[src/rtl/axil_rd_router.sv]
// axil_rd_router
//
// Routes reads from one AXI4-Lite master to one of NUM_SLV AXI4-Lite slaves,
// chosen by address decode. At most one read is in flight at a time. A read
// that matches no slave window gets a local DECERR response, and the
// saturating decerr_cnt counts it.
//
// Ports
//   aclk, areset          : clock, synchronous active-high reset
//   s_axil_ar*            : upstream read-address channel (from the master)
//   s_axil_r*             : upstream read-data channel (to the master)
//   m_axil_ar*[NUM_SLV]   : downstream read-address channels (to the slaves)
//   m_axil_r*[NUM_SLV]    : downstream read-data channels (from the slaves)
//   busy                  : high whenever a read is in progress
//   decerr_cnt            : saturating count of decode-error reads
//
// While areset is high, every output is held at 0.

module axil_rd_router #(
    parameter int AXI_DATA_WIDTH = 32,
    parameter int AXI_ADDR_WIDTH = 32,
    parameter int NUM_SLV        = 4,
    // Slave i has base i<<12 by default. The 16-entry table is truncated
    // down to the NUM_SLV entries that are actually present.
    parameter logic [NUM_SLV-1:0][AXI_ADDR_WIDTH-1:0] SLV_BASE =
        (NUM_SLV*AXI_ADDR_WIDTH)'({
            AXI_ADDR_WIDTH'(32'h0000_F000), AXI_ADDR_WIDTH'(32'h0000_E000),
            AXI_ADDR_WIDTH'(32'h0000_D000), AXI_ADDR_WIDTH'(32'h0000_C000),
            AXI_ADDR_WIDTH'(32'h0000_B000), AXI_ADDR_WIDTH'(32'h0000_A000),
            AXI_ADDR_WIDTH'(32'h0000_9000), AXI_ADDR_WIDTH'(32'h0000_8000),
            AXI_ADDR_WIDTH'(32'h0000_7000), AXI_ADDR_WIDTH'(32'h0000_6000),
            AXI_ADDR_WIDTH'(32'h0000_5000), AXI_ADDR_WIDTH'(32'h0000_4000),
            AXI_ADDR_WIDTH'(32'h0000_3000), AXI_ADDR_WIDTH'(32'h0000_2000),
            AXI_ADDR_WIDTH'(32'h0000_1000), AXI_ADDR_WIDTH'(32'h0000_0000)}),
    parameter logic [NUM_SLV-1:0][AXI_ADDR_WIDTH-1:0] SLV_MASK =
        {NUM_SLV{AXI_ADDR_WIDTH'(32'hFFFF_F000)}}
) (
    input  logic                                     aclk,
    input  logic                                     areset,

    input  logic [AXI_ADDR_WIDTH-1:0]                s_axil_araddr,
    input  logic                                     s_axil_arvalid,
    output logic                                     s_axil_arready,

    output logic [AXI_DATA_WIDTH-1:0]                s_axil_rdata,
    output logic [1:0]                               s_axil_rresp,
    output logic                                     s_axil_rvalid,
    input  logic                                     s_axil_rready,

    output logic [NUM_SLV-1:0][AXI_ADDR_WIDTH-1:0]   m_axil_araddr,
    output logic [NUM_SLV-1:0]                       m_axil_arvalid,
    input  logic [NUM_SLV-1:0]                       m_axil_arready,

    input  logic [NUM_SLV-1:0][AXI_DATA_WIDTH-1:0]   m_axil_rdata,
    input  logic [NUM_SLV-1:0][1:0]                  m_axil_rresp,
    input  logic [NUM_SLV-1:0]                       m_axil_rvalid,
    output logic [NUM_SLV-1:0]                       m_axil_rready,

    output logic                                     busy,
    output logic [15:0]                              decerr_cnt
);

    localparam int SEL_W = (NUM_SLV > 1) ? $clog2(NUM_SLV) : 1;

    typedef enum logic [1:0] {
        IDLE,
        SLV_AR,
        SLV_R,
        ERR_R
    } state_t;

    state_t                     state_q, state_d;
    logic [SEL_W-1:0]           sel_q, sel_d;
    logic [AXI_ADDR_WIDTH-1:0]  addr_q, addr_d;
    logic [15:0]                cnt_q, cnt_d;

    logic                       dec_hit;
    logic [SEL_W-1:0]           dec_idx;

    // The loop runs from the highest index down, so the lowest matching
    // index is written last and wins when windows overlap. With
    // NUM_SLV = 1, the only possible index is 0.
    always_comb begin
        dec_hit = 1'b0;
        dec_idx = '0;
        for (int i = NUM_SLV - 1; i >= 0; i--) begin
            if ((s_axil_araddr & SLV_MASK[i]) == SLV_BASE[i]) begin
                dec_hit = 1'b1;
                dec_idx = SEL_W'(i);
            end
        end
    end

    always_ff @(posedge aclk) begin
        if (areset) begin
            state_q <= IDLE;
            sel_q   <= '0;
            addr_q  <= '0;
            cnt_q   <= '0;
        end else begin
            state_q <= state_d;
            sel_q   <= sel_d;
            addr_q  <= addr_d;
            cnt_q   <= cnt_d;
        end
    end

    // Next-state logic and all outputs. In SLV_R the upstream response is a
    // combinational pass-through of the selected slave, which is why a
    // zero-wait slave completes in 3 cycles. The final reset override
    // forces every output to 0 even in the cycle before the registers
    // are cleared.
    always_comb begin
        state_d        = state_q;
        sel_d          = sel_q;
        addr_d         = addr_q;
        cnt_d          = cnt_q;

        s_axil_arready = 1'b0;
        s_axil_rdata   = '0;
        s_axil_rresp   = 2'b00;
        s_axil_rvalid  = 1'b0;
        m_axil_araddr  = {NUM_SLV{addr_q}};
        m_axil_arvalid = '0;
        m_axil_rready  = '0;
        busy           = (state_q != IDLE);
        decerr_cnt     = cnt_q;

        case (state_q)
            IDLE: begin
                s_axil_arready = 1'b1;
                if (s_axil_arvalid) begin
                    addr_d = s_axil_araddr;
                    sel_d  = dec_idx;
                    if (dec_hit) begin
                        state_d = SLV_AR;
                    end else begin
                        state_d = ERR_R;
                        if (cnt_q != 16'hFFFF) begin
                            cnt_d = cnt_q + 16'd1;
                        end
                    end
                end
            end

            SLV_AR: begin
                m_axil_arvalid[sel_q] = 1'b1;
                if (m_axil_arready[sel_q]) begin
                    state_d = SLV_R;
                end
            end

            SLV_R: begin
                s_axil_rvalid        = m_axil_rvalid[sel_q];
                s_axil_rdata         = m_axil_rdata[sel_q];
                s_axil_rresp         = m_axil_rresp[sel_q];
                m_axil_rready[sel_q] = s_axil_rready;
                if (m_axil_rvalid[sel_q] && s_axil_rready) begin
                    state_d = IDLE;
                end
            end

            ERR_R: begin
                s_axil_rvalid = 1'b1;
                s_axil_rresp  = 2'b11;
                if (s_axil_rready) begin
                    state_d = IDLE;
                end
            end

            default: begin
                state_d = IDLE;
            end
        endcase

        if (areset) begin
            s_axil_arready = 1'b0;
            s_axil_rdata   = '0;
            s_axil_rresp   = 2'b00;
            s_axil_rvalid  = 1'b0;
            m_axil_araddr  = '0;
            m_axil_arvalid = '0;
            m_axil_rready  = '0;
            busy           = 1'b0;
            decerr_cnt     = '0;
        end
    end

endmodule

[config.mk]
export PLATFORM = sky130hd
export DESIGN_NAME = axil_rd_router
export DESIGN_NICKNAME = d
export VERILOG_FILES = /design/src/rtl/axil_rd_router.sv
export SDC_FILE = /design/constraint.sdc
export NUM_CORES = 1
export LEC_CHECK = 0
export BUFFER_PORTS_ARGS = -buffer_cell sky130_fd_sc_hd__buf_4
export CAP_MARGIN = 40
export CORE_AREA = 2 2 141 143
export CTS_CLUSTER_DIAMETER = 50
export CTS_CLUSTER_SIZE = 24
export DETAILED_ROUTE_END_ITERATION = 10
export DIE_AREA = 0 0 143 145
export HOLD_SLACK_MARGIN = 0.03
export MAX_ROUTING_LAYER = met4
export PLACE_DENSITY = 0.49
export SLEW_MARGIN = 20
export SYNTH_ARGS = -nofsm -noshare
export SYNTH_HDL_FRONTEND = slang
export SYNTH_SLANG_ARGS = --single-unit
[constraint.sdc]
create_clock -name aclk -period 2.3 [get_ports aclk]
set_input_delay 0.345 -clock aclk [delete_from_list [all_inputs] [get_ports aclk]]
set_output_delay 0.345 -clock aclk [all_outputs]
set_load 0.005 [all_outputs]
==> results of run 1 <==
==> synthesized netlist by cell type, drive strengths merged <==
library cell / number
buf: 107
nand2: 77
dfxtp: 52
nor2b: 46
a21oi: 38
mux4: 36
and2: 33
nor2: 31
clkbuf: 23
mux2: 12
nor3: 9
nor4: 8
nand3: 7
nor3b: 6
o21ai: 4
nand4: 3
or3: 3
inv: 2
nand2b: 2
or4: 2
a211oi: 1
and3: 1
ha: 1
mux2i: 1
nand3b: 1
nand4bb: 1
nor4b: 1
o221ai: 1
o31a: 1
o31ai: 1
or3b: 1
==> stage by stage <==
step                power (W)  instances  setup slack [ns]  utilization (%)
floorplan             0.00143        512             0.319                -
global placement      0.00190       1031             0.294             35.1
detailed placement    0.00191       1031             0.295             35.1
CTS                   0.00271       1039             0.122             35.9
global route          0.00280       1039            0.0370             35.9
finish                0.00264       1039             0.158             35.9
==> layout by cell type, fill, tap and decap left out, types with 7 or more instances in the layout <==
master	count
sky130_fd_sc_hd__buf_4	380
sky130_fd_sc_hd__mux2_2	12
sky130_fd_sc_hd__nand3_1	7
sky130_fd_sc_hd__nor2_1	30
sky130_fd_sc_hd__nor3_1	8
sky130_fd_sc_hd__mux4_2	36
sky130_fd_sc_hd__nor4_1	8
sky130_fd_sc_hd__nand2_1	77
sky130_fd_sc_hd__dfxtp_1	50
sky130_fd_sc_hd__and2_1	32
sky130_fd_sc_hd__nor2b_1	46
sky130_fd_sc_hd__a21oi_1	38
==> worst max path at each step <==
stage,slack [ns],to,start,cells after the start
after floorplan,0.32,s_axil_rdata[0],sel_q[0],4
after global placement,0.29,cnt_q[4],s_axil_araddr[30],6
after detailed placement,0.29,cnt_q[14],s_axil_araddr[30],7
after CTS,0.12,s_axil_rdata[15],sel_q[0],4
after global routing,0.04,s_axil_rresp[0],sel_q[0],5
final,0.16,s_axil_rdata[15],sel_q[0],4
==> where the power goes <==
part / switching [W] / total, W / internal [W]
clock: 0.000366 / 0.000773 / 0.000406
combinational: 0.000366 / 0.000882 / 0.000515
sequential: 0.0000283 / 0.000985 / 0.000957
==> cell type report <==
cell class | instances | area share, %
well taps | 265 | 4.81
clock inverters | 3 | 0.308
repair buffers | 384 | 42.5
inverters | 2 | 0.109
multi-input cells | 328 | 35.3
flip-flops and latches | 52 | 15.1
clock buffers | 5 | 1.81
==> cell families after synthesis <==
kind of cell	count (synthesis)	synth area share, %
fa+ha+maj	1	0.288
simple gates	232	27.8
flops	52	23.9
compound gates	46	5.90
mux	49	22.0
buf+inv	132	20.1
==> per-layer routing <==
| layer | GRT usage (%) | vias up |
|---|---|---|
| met4 | 4.75 | 0 |
| li1 | - | 2168 |
| met2 | 30.8 | 226 |
| met1 | 18.2 | 2037 |
| met5 | - | - |
| met3 | 3.76 | 13 |
==> state kept, by name, summed over array words and instances (netlist names) <==
| signal | count |
|---|---|
| addr_q | 32 |
| cnt_q | 16 |
| sel_q | 2 |
| state_q | 2 |
==> worst max-delay path: cells and delay by family, from the launching register on <==
family        cells  cell delay [ns]
simple gates      1             0.16
mux               1             0.52
buf+inv           2             0.42
flops             1             0.39
==> summary by stage, run 1 <==
Clocking
The CTS root buffer is sky130_fd_sc_hd__clkbuf_16. The number of gates resized after CTS was 0. After clock tree synthesis, the clock-pin slew on the worst setup and hold paths is 0.07 ns. Clock tree synthesis inserted a total of 5 buffers. TritonCTS built the clock tree. The total number of clock tree sinks is 52.

The H-tree depth is 2. The number of setup buffers added after CTS is 0. The post-cts hold buffer count is 0.

Counting along the longest clock path gives a buffer depth of 2. The clock latency on the worst-skew pair is 0.30 ns.

Routing
The first detailed-routing pass ran for 4 iterations. The DRC marker count from the first detailed-route iteration is 160. The routed via count is 4444. Dividing the detail-routed wire length by the instance count gives 17.1 µm. Wires add up to 17700 µm. Summed over all nets, wire length on met3 after detailed routing comes to 1440 µm. After detailed routing, the number of remaining DRC violations is 0. The wire length on met1 is 6470 µm.

The average via count per standard cell is 4.28. The highest layer touched by signal routing is met4. The met2 wire length is 9440 µm.

In this run the remaining antenna-violating nets after routing total 0.

Worst setup path
The worst setup path is launched from a register. The largest individual stage delay along the critical path comes from the cell sky130_fd_sc_hd__mux4_2. The worst endpoint required time is 1.96 ns. The critical path goes through buf_4 > mux4_2 > and2_1 > buf_4. The worst register-to-register path begins at cnt_q[0]. For the worst flop-to-flop path, the logic depth is 6. The most common cell type on the critical path is sky130_fd_sc_hd__buf_4. The worst register-to-register path has a setup slack of 0.29 ns. The element type at the critical path end is an output pin. The worst setup path is of the reg2out kind. In this run the worst path has a maximum fanout of 15. In this run the critical register-to-register path is captured at cnt_q[4].

On the worst path, the slowest cell contributes a delay of 0.52 ns. The worst path arrival time is 1.80 ns.

Timing
The count of pins over their slew limit is 0. The clock period minus worst slack is 2.14 ns. The post-route clock skew is 0.0104 ns. The worst pin sits at a relative slew slack of 72.6%.

Setup violations remaining at the end of the flow were counted as 0. The transition time at the pin with the least slew margin is 0.410 ns. The final hold slack is 0.293 ns. The highest clock frequency the design can meet is 467 MHz. Setup repair after global routing left no endpoint under its margin.

The count of endpoints failing hold in the final timing report is 0. The share of the clock period used by the worst path is 93.1%. After routing, the total negative slack on setup checks comes to 0 ns.

Logic synthesis
The cell area that synthesis handed to floorplanning was 4350 µm². The flip-flop and latch count after synthesis is 52. The distinct cell type count after synthesis is 37.

Counting every net in the synthesized netlist gives 693. In this run the mean area of a mapped cell was 8.50 µm². Yosys attributes the largest share of cell area to sky130_fd_sc_hd__dfxtp_1, sky130_fd_sc_hd__mux4_2, sky130_fd_sc_hd__buf_4. The biggest area contributor in the post-synthesis netlist is sky130_fd_sc_hd__dfxtp_1.

The area share of the largest cell type after synthesis is 23.9%. The proportion of synthesized chip area in sequential cells is 23.9%. The number of warnings printed during yosys synthesis is 0.

The post-synthesis cell count is 512.

Cells and area
The number of diodes is 0. Relative to the synthesized area, the layout overhead comes to 58.5%. The multi-input logic area is 2430 µm². The area of all sequential standard cells is 1040 µm². The post-route cell area is 6900 µm². The fraction of final layout cells with drive strength greater than 1 is 58.1%. The final layout net count is 954. Fill cells in the final layout number 2029.

Die
In this run the core area contains 51 standard-cell rows. The count of boundary I/O pins is 369. In this run the standard cell core region covers 19200 µm². The floorplan die area is 20700 µm². The floorplan die width is 143 µm. The starting density of the core is 22.6%. The die is 145 µm tall.

Pwr
Power spread over the standard cell area amounts to 383 nW/µm². IR analysis of the VDD net gives a maximum drop of 257 µV. For this design the static power due to leakage is 3.18 nW.

Global routing
The number of antenna violations at the first check in global routing is 0. The first-pass GRT wire length is 25700 µm. Entering global routing, the biggest net connects 85 pins. Global routing finished with a remaining overflow of 0. The total routing usage reported by global routing is 16.9%. The number of global-route vias before repair was 4316.

Worst hold path
The number of instances on the worst hold path is 3. The path class of the tightest hold or removal check is in2reg. The path with the worst hold slack has its endpoint at addr_q[4].

The worst min-delay path startpoint is s_axil_araddr[4].

Run
The number of max-capacitance violations reported is 0.

Placement
The cell area reported after detailed placement is 6750 µm². The half-perimeter wire length after detailed placement is 14900 µm. In this run the tool buffered the top-level ports with 368 buffer cells. The congestion estimate from routability-driven global placement came to 0.818.

Outcome
The flow ran to the end, and the final reports show no timing, DRC or antenna violations.
Power figures use the tool's default switching activity.
==> run 2, diff against run 1 <==
- CORE_AREA: 2 2 141 143 -> 2 2 144 146
- DIE_AREA: 0 0 143 145 -> 0 0 146 148
- PLACE_DENSITY: 0.49 -> 0.48
- clock period: 2.3 -> 2.7 ns (I/O delays scaled with it)
==> summary by stage, run 2 (same netlist as run 1, synthesis figures left out) <==
Outcome
The run finished with clean final reports.

Worst hold path
In this run the worst hold path is classified as in2reg.

Timing
The final hold slack was 0.353 ns (+0.0595 ns). The clock period minus worst slack is 2.26 ns. The count of pins over their slew limit came to 0 (unchanged). The count of endpoints failing hold in the final timing report is 0 (unchanged). The final total negative setup slack is 0 ns (unchanged). The post-route clock skew was 0.0106 ns (+0.000227 ns).

The setup slack after layout is 0.437 ns (+0.279 ns). The final number of setup-violating endpoints is 0 (unchanged). The transition time at the pin with the least slew margin is 0.424 ns (+0.0138 ns). Derived from the worst setup path, the maximum achievable clock frequency is 442 MHz. The headroom to the max-slew limit is 71.7% (-0.92 points).

The share of the clock period used by the worst path is 83.8%. Setup repair after global routing left no endpoint under its margin.

Routing
The detailed-routing iteration count for the pre-antenna-repair pass was 4 (unchanged). The average via count per standard cell is 4.28 (about the same). The routed length per instance came to 16.1 µm (-5.4%). The routed via count is 4457 (+0.29%). The remaining routing DRC violations is 0 (unchanged). The detailed-route wire length is 16800 µm (-5.2%). The number of antenna-violating nets in the routed design is 0 (unchanged).

The DRC marker count from the first detailed-route iteration is 118 (-26%).

Cells and area
The register bank with the most flops is addr_q. The commonest non-fill, non-tap cell in the layout is sky130_fd_sc_hd__buf_4. The number of fill cells in the layout came to 2158 (+6.4%). The final layout net count is 951 (-0.31%).

The area growth from synthesis to layout is 58.1%. The number of flip-flops under the largest register name was 32 (unchanged). The post-route cell area is 6880 µm² (-0.25%).

In the layout the commonest cells are sky130_fd_sc_hd__buf_4, sky130_fd_sc_hd__nand2_1, sky130_fd_sc_hd__dfxtp_1. The largest registers in the layout are addr_q x32, cnt_q x16. The number of diodes was 0 (unchanged).

The fraction of final layout cells with drive strength greater than 1 came to 58.0% (-0.16 points).

Clocking
The clock-pin slew of the registers on the worst-case setup and hold paths came to 0.07 ns (about the same). The clock latency on the worst-skew pair is 0.30 ns (about the same). The total number of clock tree sinks is 52 (unchanged). The number of resized instances in the post-cts repair step is 0 (unchanged). The maximum count of clock buffers along a single path was 2 (unchanged). The number of setup buffers added after CTS is 0 (unchanged). The H-tree depth is 2 (unchanged). TritonCTS built the clock tree. The post-cts hold buffer count is 0 (unchanged). The clock buffer count from CTS is 5 (unchanged).

In this run the clock root is driven by a sky130_fd_sc_hd__clkbuf_16.

Placement
The half-perimeter wire length after detailed placement is 14000 µm (-6.5%). The worst setup timing slack at the placement stage is 0.622 ns (+0.327 ns). The number of buffers inserted by port buffering is 368 (unchanged). The final weighted congestion in routability-driven placement is 0.739 (-9.6%).

The cell area reported after detailed placement was 6710 µm² (-0.57%).

Worst setup path
The worst endpoint required time came to 2.30 ns (+0.34 ns). The setup slack of the worst register-to-register path came to 0.65 ns (+0.36 ns). The depth of the most critical reg-to-reg path is 6 (unchanged).

The kind of critical path is reg2out. In this run the worst setup path terminates at s_axil_rdata[24]. The element type at the critical path end is an output pin.

In this run the critical register-to-register path is captured at cnt_q[2]. The worst path arrival time is 1.86 ns (+0.06 ns). The source of the worst register-to-register timing path is cnt_q[0].

STA classifies the critical path startpoint as a register. Tracing the worst setup path back leads to its startpoint at sel_q[1]. The largest fanout on the critical path is 20 (+5).

Global routing
The maximum number of pins on one net before global-route repair is 68 (-20%). The first-pass GRT wire length is 24100 µm (-6.1%). The number of antenna violations at the first check in global routing is 0 (unchanged).

The total routing usage reported by global routing is 14.8% (-2.1 points). The number of global-route vias before repair came to 4288 (-0.65%). The overflow left after global routing is 0 (unchanged).

Die
The floorplan die width is 146 µm (+2.1%). The number of placement rows is 52 (+2.0%). The count of boundary I/O pins is 369 (unchanged). The y dimension of the die came to 148 µm (+2.1%). The floorplan die area is 21600 µm² (+4.2%).

The starting density of the core was 21.7% (-0.94 points). The area of the core is 20000 µm² (+4.3%).

Pwr
The worst-case vdd ir drop was 198 µV (-23%). The areal power density over the cells is 338 nW/µm² (-12%). The leakage power summed over all cells is 3.17 nW (-0.33%).

Run
The number of max-capacitance violations reported was 0 (unchanged).
## run 2: worst min path at each step
| stage | cells after the start | startpoint | end |
|---|---|---|---|
| global route | 3 | s_axil_araddr[3] | addr_q[3] |
| detailed placement | 2 | addr_q[28] | addr_q[28] |
| CTS | 3 | s_axil_araddr[3] | addr_q[3] |
| global placement | 2 | addr_q[21] | addr_q[21] |
| floorplan | 2 | addr_q[0] | addr_q[0] |
| finish | 3 | s_axil_araddr[11] | addr_q[11] |
## run 2: final cells by class
cell class / instances / area, µm² / area share [%]
well taps: 270 / 338 / 4.91
clock inverters: 2 / 38.8 / 0.564
clock buffers: 6 / 129 / 1.87
multi-input cells: 328 / 2440 / 35.4
flip-flops and latches: 52 / 1040 / 15.2
inverters: 2 / 7.51 / 0.109
repair buffers: 381 / 2890 / 41.9
## run 2: layer usage
layer	global-route usage [%]	up-vias	routed length [µm]
li1	-	2164	-
met1	16.6	2036	6280
met2	26.6	243	8850
met3	3.18	14	1360
met4	4.27	0	312
met5	-	-	0
## run 2: per-stage QoR
stage,utilization (%),cells,total power (W)
global placement,33.5,1033,0.00162
CTS,34.3,1041,0.00239
global route,34.3,1041,0.00247
detailed placement,33.5,1033,0.00162
floorplan,-,512,0.00122
finish,34.3,1041,0.00233
## run 2: critical path, cell delays in order, from the launching register on
cell and delay (ns):
sky130_fd_sc_hd__dfxtp_2 0.59, sky130_fd_sc_hd__buf_4 0.32, sky130_fd_sc_hd__mux4_2 0.32, sky130_fd_sc_hd__and2_1 0.19
sky130_fd_sc_hd__buf_4 0.14
## run 2: where the power goes
group / internal, W / switching (W)
Combinational: 0.000438 / 0.000302
Sequential: 0.000815 / 0.0000286
Clock: 0.000442 / 0.000303
